[config.mk]
export PLATFORM = sky130hd
export DESIGN_NAME = dmem_scheduler
export DESIGN_NICKNAME = d
export VERILOG_FILES = /design/src/rtl/dmem_sched_pkg.sv /design/src/rtl/dmem_scheduler_rx_wr_fifo.sv /design/src/rtl/dmem_scheduler.sv
export SDC_FILE = /design/constraint.sdc
export NUM_CORES = 1
export LEC_CHECK = 0
export BUFFER_PORTS_ARGS = -buffer_cell sky130_fd_sc_hd__buf_2
export CELL_PAD_IN_SITES_DETAIL_PLACEMENT = 0
export CELL_PAD_IN_SITES_GLOBAL_PLACEMENT = 1
export CORE_ASPECT_RATIO = 0.75
export CORE_MARGIN = 1.5
export CORE_UTILIZATION = 46
export DETAILED_ROUTE_END_ITERATION = 8
export PLACE_DENSITY_LB_ADDON = 0.1
export SLEW_MARGIN = 20
export SYNTH_ARGS = -nofsm -noshare
export SYNTH_HDL_FRONTEND = slang
export SYNTH_HIERARCHICAL = 1
export SYNTH_SLANG_ARGS = --single-unit
[constraint.sdc]
create_clock -name clk -period 6.2 [get_ports clk]
set_input_delay 0.62 -clock clk [delete_from_list [all_inputs] [get_ports clk]]
set_output_delay 0.62 -clock clk [all_outputs]
set_load 0.005 [all_outputs]
[src/rtl/dmem_sched_pkg.sv]
// Shared definitions for the data-RAM scheduler: FSM states and entry sizing.
// Pure declarations; no logic and no latency of its own.
// Imported by the scheduler top and its receiver write buffer.
package dmem_sched_pkg;

  localparam int DATA_W  = 24;
  localparam int DMEM_AW = 14;

  // Who owns the RAM port this cycle, plus the handshake states around it.
  typedef enum logic [2:0] {
    IDLE,
    RX,
    NOTIFY,
    CPU_RUN,
    RD,
    RD_DATA
  } state_t;

  // A buffered receiver write is {last, addr, data}: 1 + aw + 24 bits.
  function automatic int rx_entry_w(input int aw);
    return aw + DATA_W + 1;
  endfunction

endpackage

[src/rtl/dmem_scheduler_rx_wr_fifo.sv]
// Receiver write buffer: synchronous first-word-fall-through FIFO.
// Latency: an entry pushed at an edge is visible on pop_data the next cycle.
// Backpressure: full blocks push unless a pop happens in the same cycle.
module rx_wr_fifo #(
  parameter int W     = 39,
  parameter int DEPTH = 4
) (
  input  logic                       clk,
  input  logic                       rst,
  input  logic                       push,
  input  logic [W-1:0]               push_data,
  input  logic                       pop,
  output logic [W-1:0]               pop_data,
  output logic                       full,
  output logic                       empty,
  output logic [$clog2(DEPTH):0]     count
);

  localparam int PW = $clog2(DEPTH);
  localparam int CW = PW + 1;

  logic [W-1:0]  mem [DEPTH];
  logic [PW-1:0] wr_ptr;
  logic [PW-1:0] rd_ptr;
  logic          do_push;
  logic          do_pop;

  assign empty    = (count == '0);
  assign full     = (count == CW'(DEPTH));
  assign do_pop   = pop && !empty;
  // A full FIFO still takes a push when the head leaves in the same cycle.
  assign do_push  = push && (!full || do_pop);
  assign pop_data = mem[rd_ptr];

  // Pointer and occupancy bookkeeping; reset empties the buffer.
  always_ff @(posedge clk or posedge rst) begin
    if (rst) begin
      wr_ptr <= '0;
      rd_ptr <= '0;
      count  <= '0;
    end else begin
      if (do_push) wr_ptr <= wr_ptr + 1'b1;
      if (do_pop)  rd_ptr <= rd_ptr + 1'b1;
      count <= count + {{PW{1'b0}}, do_push} - {{PW{1'b0}}, do_pop};
    end
  end

  // Storage array; contents need no reset because count gates visibility.
  always_ff @(posedge clk) begin
    if (do_push) mem[wr_ptr] <= push_data;
  end

endmodule

[src/rtl/dmem_scheduler.sv]
// Arbitrates the single-port data RAM between receiver, cpu24 core and readout.
// Latency: rx word reaches RAM >=2 cycles after accept; readout data 1 cycle after rd_gnt.
// Backpressure: rx_ready drops when the write buffer is full; rd_req waits for IDLE.
module dmem_scheduler import dmem_sched_pkg::*; #(
  parameter int DATA_AW       = DMEM_AW,
  parameter int FIFO_DEPTH    = 4,
  parameter int START_TIMEOUT = 16
) (
  input  logic               clk,
  input  logic               rst,
  input  logic               rx_valid,
  output logic               rx_ready,
  input  logic [DATA_AW-1:0] rx_addr,
  input  logic [DATA_W-1:0]  rx_data,
  input  logic               rx_last,
  input  logic               cpu_halt,
  input  logic               cpu_we,
  input  logic [DATA_AW-1:0] cpu_addr,
  input  logic [DATA_W-1:0]  cpu_wdata,
  output logic [DATA_W-1:0]  cpu_rdata,
  output logic               pkt_done,
  input  logic               rd_req,
  input  logic [DATA_AW-1:0] rd_addr,
  output logic               rd_gnt,
  output logic               rd_valid,
  output logic [DATA_W-1:0]  rd_data,
  output logic               ram_we,
  output logic [DATA_AW-1:0] ram_addr,
  output logic [DATA_W-1:0]  ram_wdata,
  input  logic [DATA_W-1:0]  ram_rdata,
  output logic [15:0]        pkt_count,
  output logic               err_start
);

  localparam int EW = rx_entry_w(DATA_AW);
  localparam int CW = $clog2(FIFO_DEPTH) + 1;
  localparam int TW = $clog2(START_TIMEOUT) + 1;

  state_t             state;
  state_t             state_nxt;
  logic [TW-1:0]      wait_cnt;

  logic [EW-1:0]      push_entry;
  logic [EW-1:0]      head;
  logic               head_last;
  logic [DATA_AW-1:0] head_addr;
  logic [DATA_W-1:0]  head_data;
  logic               fifo_full;
  logic               fifo_empty;
  logic [CW-1:0]      fifo_count;
  logic               push;
  logic               pop;

  assign push_entry = {rx_last, rx_addr, rx_data};
  assign {head_last, head_addr, head_data} = head;

  // rx_ready depends only on registered state, never on rx_valid.
  assign pop       = (state == RX) && !fifo_empty;
  assign rx_ready  = !fifo_full || pop;
  assign push      = rx_valid && rx_ready;
  assign cpu_rdata = ram_rdata;

  rx_wr_fifo #(
    .W     (EW),
    .DEPTH (FIFO_DEPTH)
  ) u_rx_wr_fifo (
    .clk       (clk),
    .rst       (rst),
    .push      (push),
    .push_data (push_entry),
    .pop       (pop),
    .pop_data  (head),
    .full      (fifo_full),
    .empty     (fifo_empty),
    .count     (fifo_count)
  );

  // State register, core-start wait timer, packet counter and sticky start error.
  always_ff @(posedge clk or posedge rst) begin
    if (rst) begin
      state     <= IDLE;
      wait_cnt  <= '0;
      pkt_count <= '0;
      err_start <= 1'b0;
    end else begin
      state    <= state_nxt;
      wait_cnt <= (state == NOTIFY) ? wait_cnt + 1'b1 : '0;
      if (state == RX && state_nxt == NOTIFY) pkt_count <= pkt_count + 16'd1;
      if (state == NOTIFY && state_nxt == IDLE) err_start <= 1'b1;
    end
  end

  // Next state and the RAM/readout muxes for whoever owns the port this cycle.
  always_comb begin
    state_nxt = state;
    ram_we    = 1'b0;
    ram_addr  = '0;
    ram_wdata = '0;
    pkt_done  = 1'b0;
    rd_gnt    = 1'b0;
    rd_valid  = 1'b0;
    rd_data   = '0;
    case (state)
      IDLE: begin
        // Buffered receiver words always beat a pending readout.
        if (!fifo_empty)  state_nxt = RX;
        else if (rd_req)  state_nxt = RD;
      end
      RX: begin
        if (fifo_empty) begin
          state_nxt = IDLE;
        end else begin
          ram_we    = 1'b1;
          ram_addr  = head_addr;
          ram_wdata = head_data;
          // Stop at a packet boundary; later words wait for the next halt.
          if (head_last)                              state_nxt = NOTIFY;
          else if (fifo_count == CW'(1) && !push)     state_nxt = IDLE;
        end
      end
      NOTIFY: begin
        pkt_done = 1'b1;
        // Never release on the first cycle so the core sees receive_done for >=2 cycles.
        if (!cpu_halt && wait_cnt != '0)                       state_nxt = CPU_RUN;
        else if (cpu_halt && wait_cnt == TW'(START_TIMEOUT - 1)) state_nxt = IDLE;
      end
      CPU_RUN: begin
        ram_we    = cpu_we;
        ram_addr  = cpu_addr;
        ram_wdata = cpu_wdata;
        if (cpu_halt) state_nxt = IDLE;
      end
      RD: begin
        ram_addr  = rd_addr;
        rd_gnt    = 1'b1;
        state_nxt = RD_DATA;
      end
      RD_DATA: begin
        rd_valid  = 1'b1;
        rd_data   = ram_rdata;
        state_nxt = IDLE;
      end
      default: state_nxt = IDLE;
    endcase
  end

endmodule

==> results.sh <==
export IMPL_grt_pass1_vias=5079
export IMPL_die_w_um=157
export IMPL_intPower_mw=2.84
export IMPL_post_cts_buffers=0
export IMPL_cts_hold_buffers=0
export IMPL_start_util=0.467
export IMPL_ys_warnings_count=6
export IMPL_die_area_mm2=0.0186
export IMPL_synth_compound_area_frac=0.0439
export IMPL_hp_class="in2async"
export IMPL_synth_top_family_by_area="multiplexers"
export IMPL_syn_area_mm2=0.00818
export IMPL_synth_top_flop_cell="edfxtp_1"
export IMPL_clk_path_buf_depth=2
export IMPL_cts_num_sinks=188
export IMPL_yosysTopAreaCell="edfxtp_1"
export IMPL_synth_distinct_cells=48
export IMPL_diodes=0
export IMPL_syn_nets=642
export IMPL_vias=5074
export IMPL_ys_seq_elements=188
export IMPL_rsz0062_at_grt="no"
export IMPL_synthTopCellsByArea="edfxtp_1 (57%), mux4_2 (11%), dfrtp_1 (9.8%)"
export IMPL_cp_slowest_cell="and2_2"
export IMPL_portBuffers=228
export IMPL_critPathBufInv=3
export IMPL_finalCritPeriodShare=0.585
export IMPL_postSynthCellCount=511
export IMPL_grt_total_usage=0.197
export IMPL_num_rows=42
export IMPL_root_buffer="clkbuf_16"
export IMPL_total_power_mw=4.25
export IMPL_ant_nets=0
export IMPL_cp_end_kind="flop"
export IMPL_status="complete, no violations"
export IMPL_grt_pass1_wl_mm=27.3
export IMPL_synth_edff_count=156
export IMPL_tns_ns=0
export IMPL_synth_fa_ha_area_frac=0.0162
export IMPL_place_hpwl_mm=11.6
export IMPL_dr_pass1_iters=4
export IMPL_slew_viol_final=0
export IMPL_layout_commonest_cell="buf_2"
export IMPL_cp_start_kind="flop"
export IMPL_clock_skew_ns=0.0134
export IMPL_htree_num_levels=4
export IMPL_fin_nets=843
export IMPL_power_leakage_nw=4.06
export IMPL_async_flop_share=0.170
export IMPL_routedWlPerCell_um=18.2
export IMPL_final_util=0.568
export IMPL_cts_clk_slew_worst_paths_ns=0.07
export IMPL_final_cell_mix="buf_2 (228), edfxtp_1 (156), nand2_1 (40)"
export IMPL_worstPathMaxFanout=43
export IMPL_arrival_ns=3.67
export IMPL_cts_tree="built"
export IMPL_worstMarginPinSlew_ns=1.13
export IMPL_fmax_ghz=0.276
export IMPL_crit_family="simple AND/OR/NAND/NOR gates"
export IMPL_antenna_found_initial=0
export IMPL_placed_area_mm2=0.00934
export IMPL_ir_drop_v=0.000237
export IMPL_synth_top_cell_area_share=0.573
export IMPL_clock_latency_ns=0.43
export IMPL_crit_required_ns=6.24
export IMPL_grt_max_degree=44
export IMPL_synthMuxAreaShare=0.111
export IMPL_routabilityCongestion=0.785
export IMPL_die_h_um=118
export IMPL_post_route_drc_count=0
export IMPL_dpl_cell_count=934
export IMPL_finalCriticalPeriod_ns=3.63
export IMPL_synth_seq_area_share=0.671
export IMPL_coreArea_mm2=0.0175
export IMPL_relSlewSlack=0.250
export IMPL_syn_to_final_growth_pct=21.5
export IMPL_setup_viol_count_final=0
export IMPL_drt_total_wl_mm=17.6
export IMPL_synthXorXnorAreaFrac=0.0236
export IMPL_grt_overflow_total=0
export IMPL_design_area_mm2=0.00994
export IMPL_cts_buffers=17
export IMPL_finalHoldViolCount=0
export IMPL_maxCapViolations=0
export IMPL_io_pins=229
export IMPL_crit_chain="buf_4 -> or4b_4 -> clkinv_2 -> inv_1 -> a21boi_2 -> and2_2"
export IMPL_ctsResizeCount=0
export IMPL_pwr_share_seq=0.440
export IMPL_layout_drive_gt1_share=0.441
export IMPL_p_per_area_mw_per_mm2=428
export IMPL_p_clk_frac=0.246
export IMPL_p_sw_mw=1.41
export IMPL_num_fill_cells=1426
export IMPL_vias_per_cell=5.25
export IMPL_drtIter0Drc=328
export IMPL_instances_no_fill=967
export IMPL_path_class="reg2reg"
export IMPL_switching_share=0.332
export IMPL_r2r_setup_slack_ns=2.57
export IMPL_critPathMaxStageDelay_ns=0.97
export IMPL_yosys_area_share_simple=0.0899
export IMPL_comb_power_share=0.314
export IMPL_synth_area_per_cell_um2=16.0
[per-stage QoR]
| step | setup slack (ns) | hold slack (ns) |
|---|---|---|
| after floorplan | 3.13 | 0.423 |
| after global placement | 2.70 | 0.451 |
| after detailed placement | 2.59 | 0.460 |
| after CTS | 2.56 | 0.143 |
| after global routing | 2.39 | 0.155 |
| final | 2.57 | 0.140 |
[worst paths after layout]
kind / start / to / depth (start not counted)
setup / recovery: state[1] / u_rx_wr_fifo/mem[1][1] / 6
hold / removal: rst / u_rx_wr_fifo/rd_ptr[1] / 2
setup reg to reg: state[1] / u_rx_wr_fifo/mem[1][1] / 6
hold reg to reg: err_start / err_start / 1
max in group asynchronous: rst / pkt_count[1] / 2
min in group clk: rx_addr[4] / u_rx_wr_fifo/mem[2][28] / 1
[state kept, by name, summed over array words and instances (netlist names)]
name	flops
u_rx_wr_fifo/mem	156
pkt_count	16
wait_cnt	5
u_rx_wr_fifo/count	3
err_start	1
u_rx_wr_fifo/wr_ptr	2
state	3
u_rx_wr_fifo/rd_ptr	2
[cells by family after synthesis]
family,count (synthesis)
flops,188
simple gates,140
buf+inv,63
compound gates,47
mux,41
xor+xnor,22
fa+ha+maj,10
[power groups by stage]
stage               Combinational [mW]  Sequential, mW  Clock [mW]
global route                      1.47            1.91        1.12
CTS                               1.35            1.88        1.06
finish                            1.33            1.87        1.04
floorplan                         1.02            1.77           0
detailed placement                1.34            1.91           0
global placement                  1.31            1.89           0
[synthesized netlist by cell type, types with 2 or more instances]
| cell | instances |
|---|---|
| nand3_1 | 6 |
| nor2_1 | 34 |
| nand2_1 | 40 |
| buf_6 | 4 |
| dfrtp_1 | 32 |
| xnor2_1 | 16 |
| nor2b_1 | 2 |
| a22oi_1 | 38 |
| buf_1 | 3 |
| mux4_2 | 39 |
| buf_2 | 9 |
| nand4_1 | 5 |
| xor2_1 | 6 |
| ha_1 | 9 |
| edfxtp_1 | 156 |
| clkbuf_1 | 9 |
| and2_1 | 31 |
| and3_1 | 2 |
| nor4_1 | 3 |
| nand2b_1 | 3 |
| buf_4 | 24 |
| inv_1 | 13 |
| nor3_1 | 2 |
[cell type report]
type | count | area, um^2 | share of cell area
clock buffers | 17 | 425 | 0.0428
clock inverters | 15 | 146 | 0.0147
inverters | 14 | 53.8 | 0.00541
multi-input cells | 260 | 2340 | 0.236
flip-flops and latches | 188 | 5490 | 0.552
well taps | 242 | 303 | 0.0305
repair buffers | 231 | 1180 | 0.118
[per-layer routing]
metal  GRT usage  vias up  wire [um]
met3      0.0484       10       1030
met1       0.264     2571       7670
met4      0.0429        0        113
li1            -     2319          -
met2       0.329      174       8820
met5           0        -          0
Note: power is estimated with default switching activity, not from simulation.
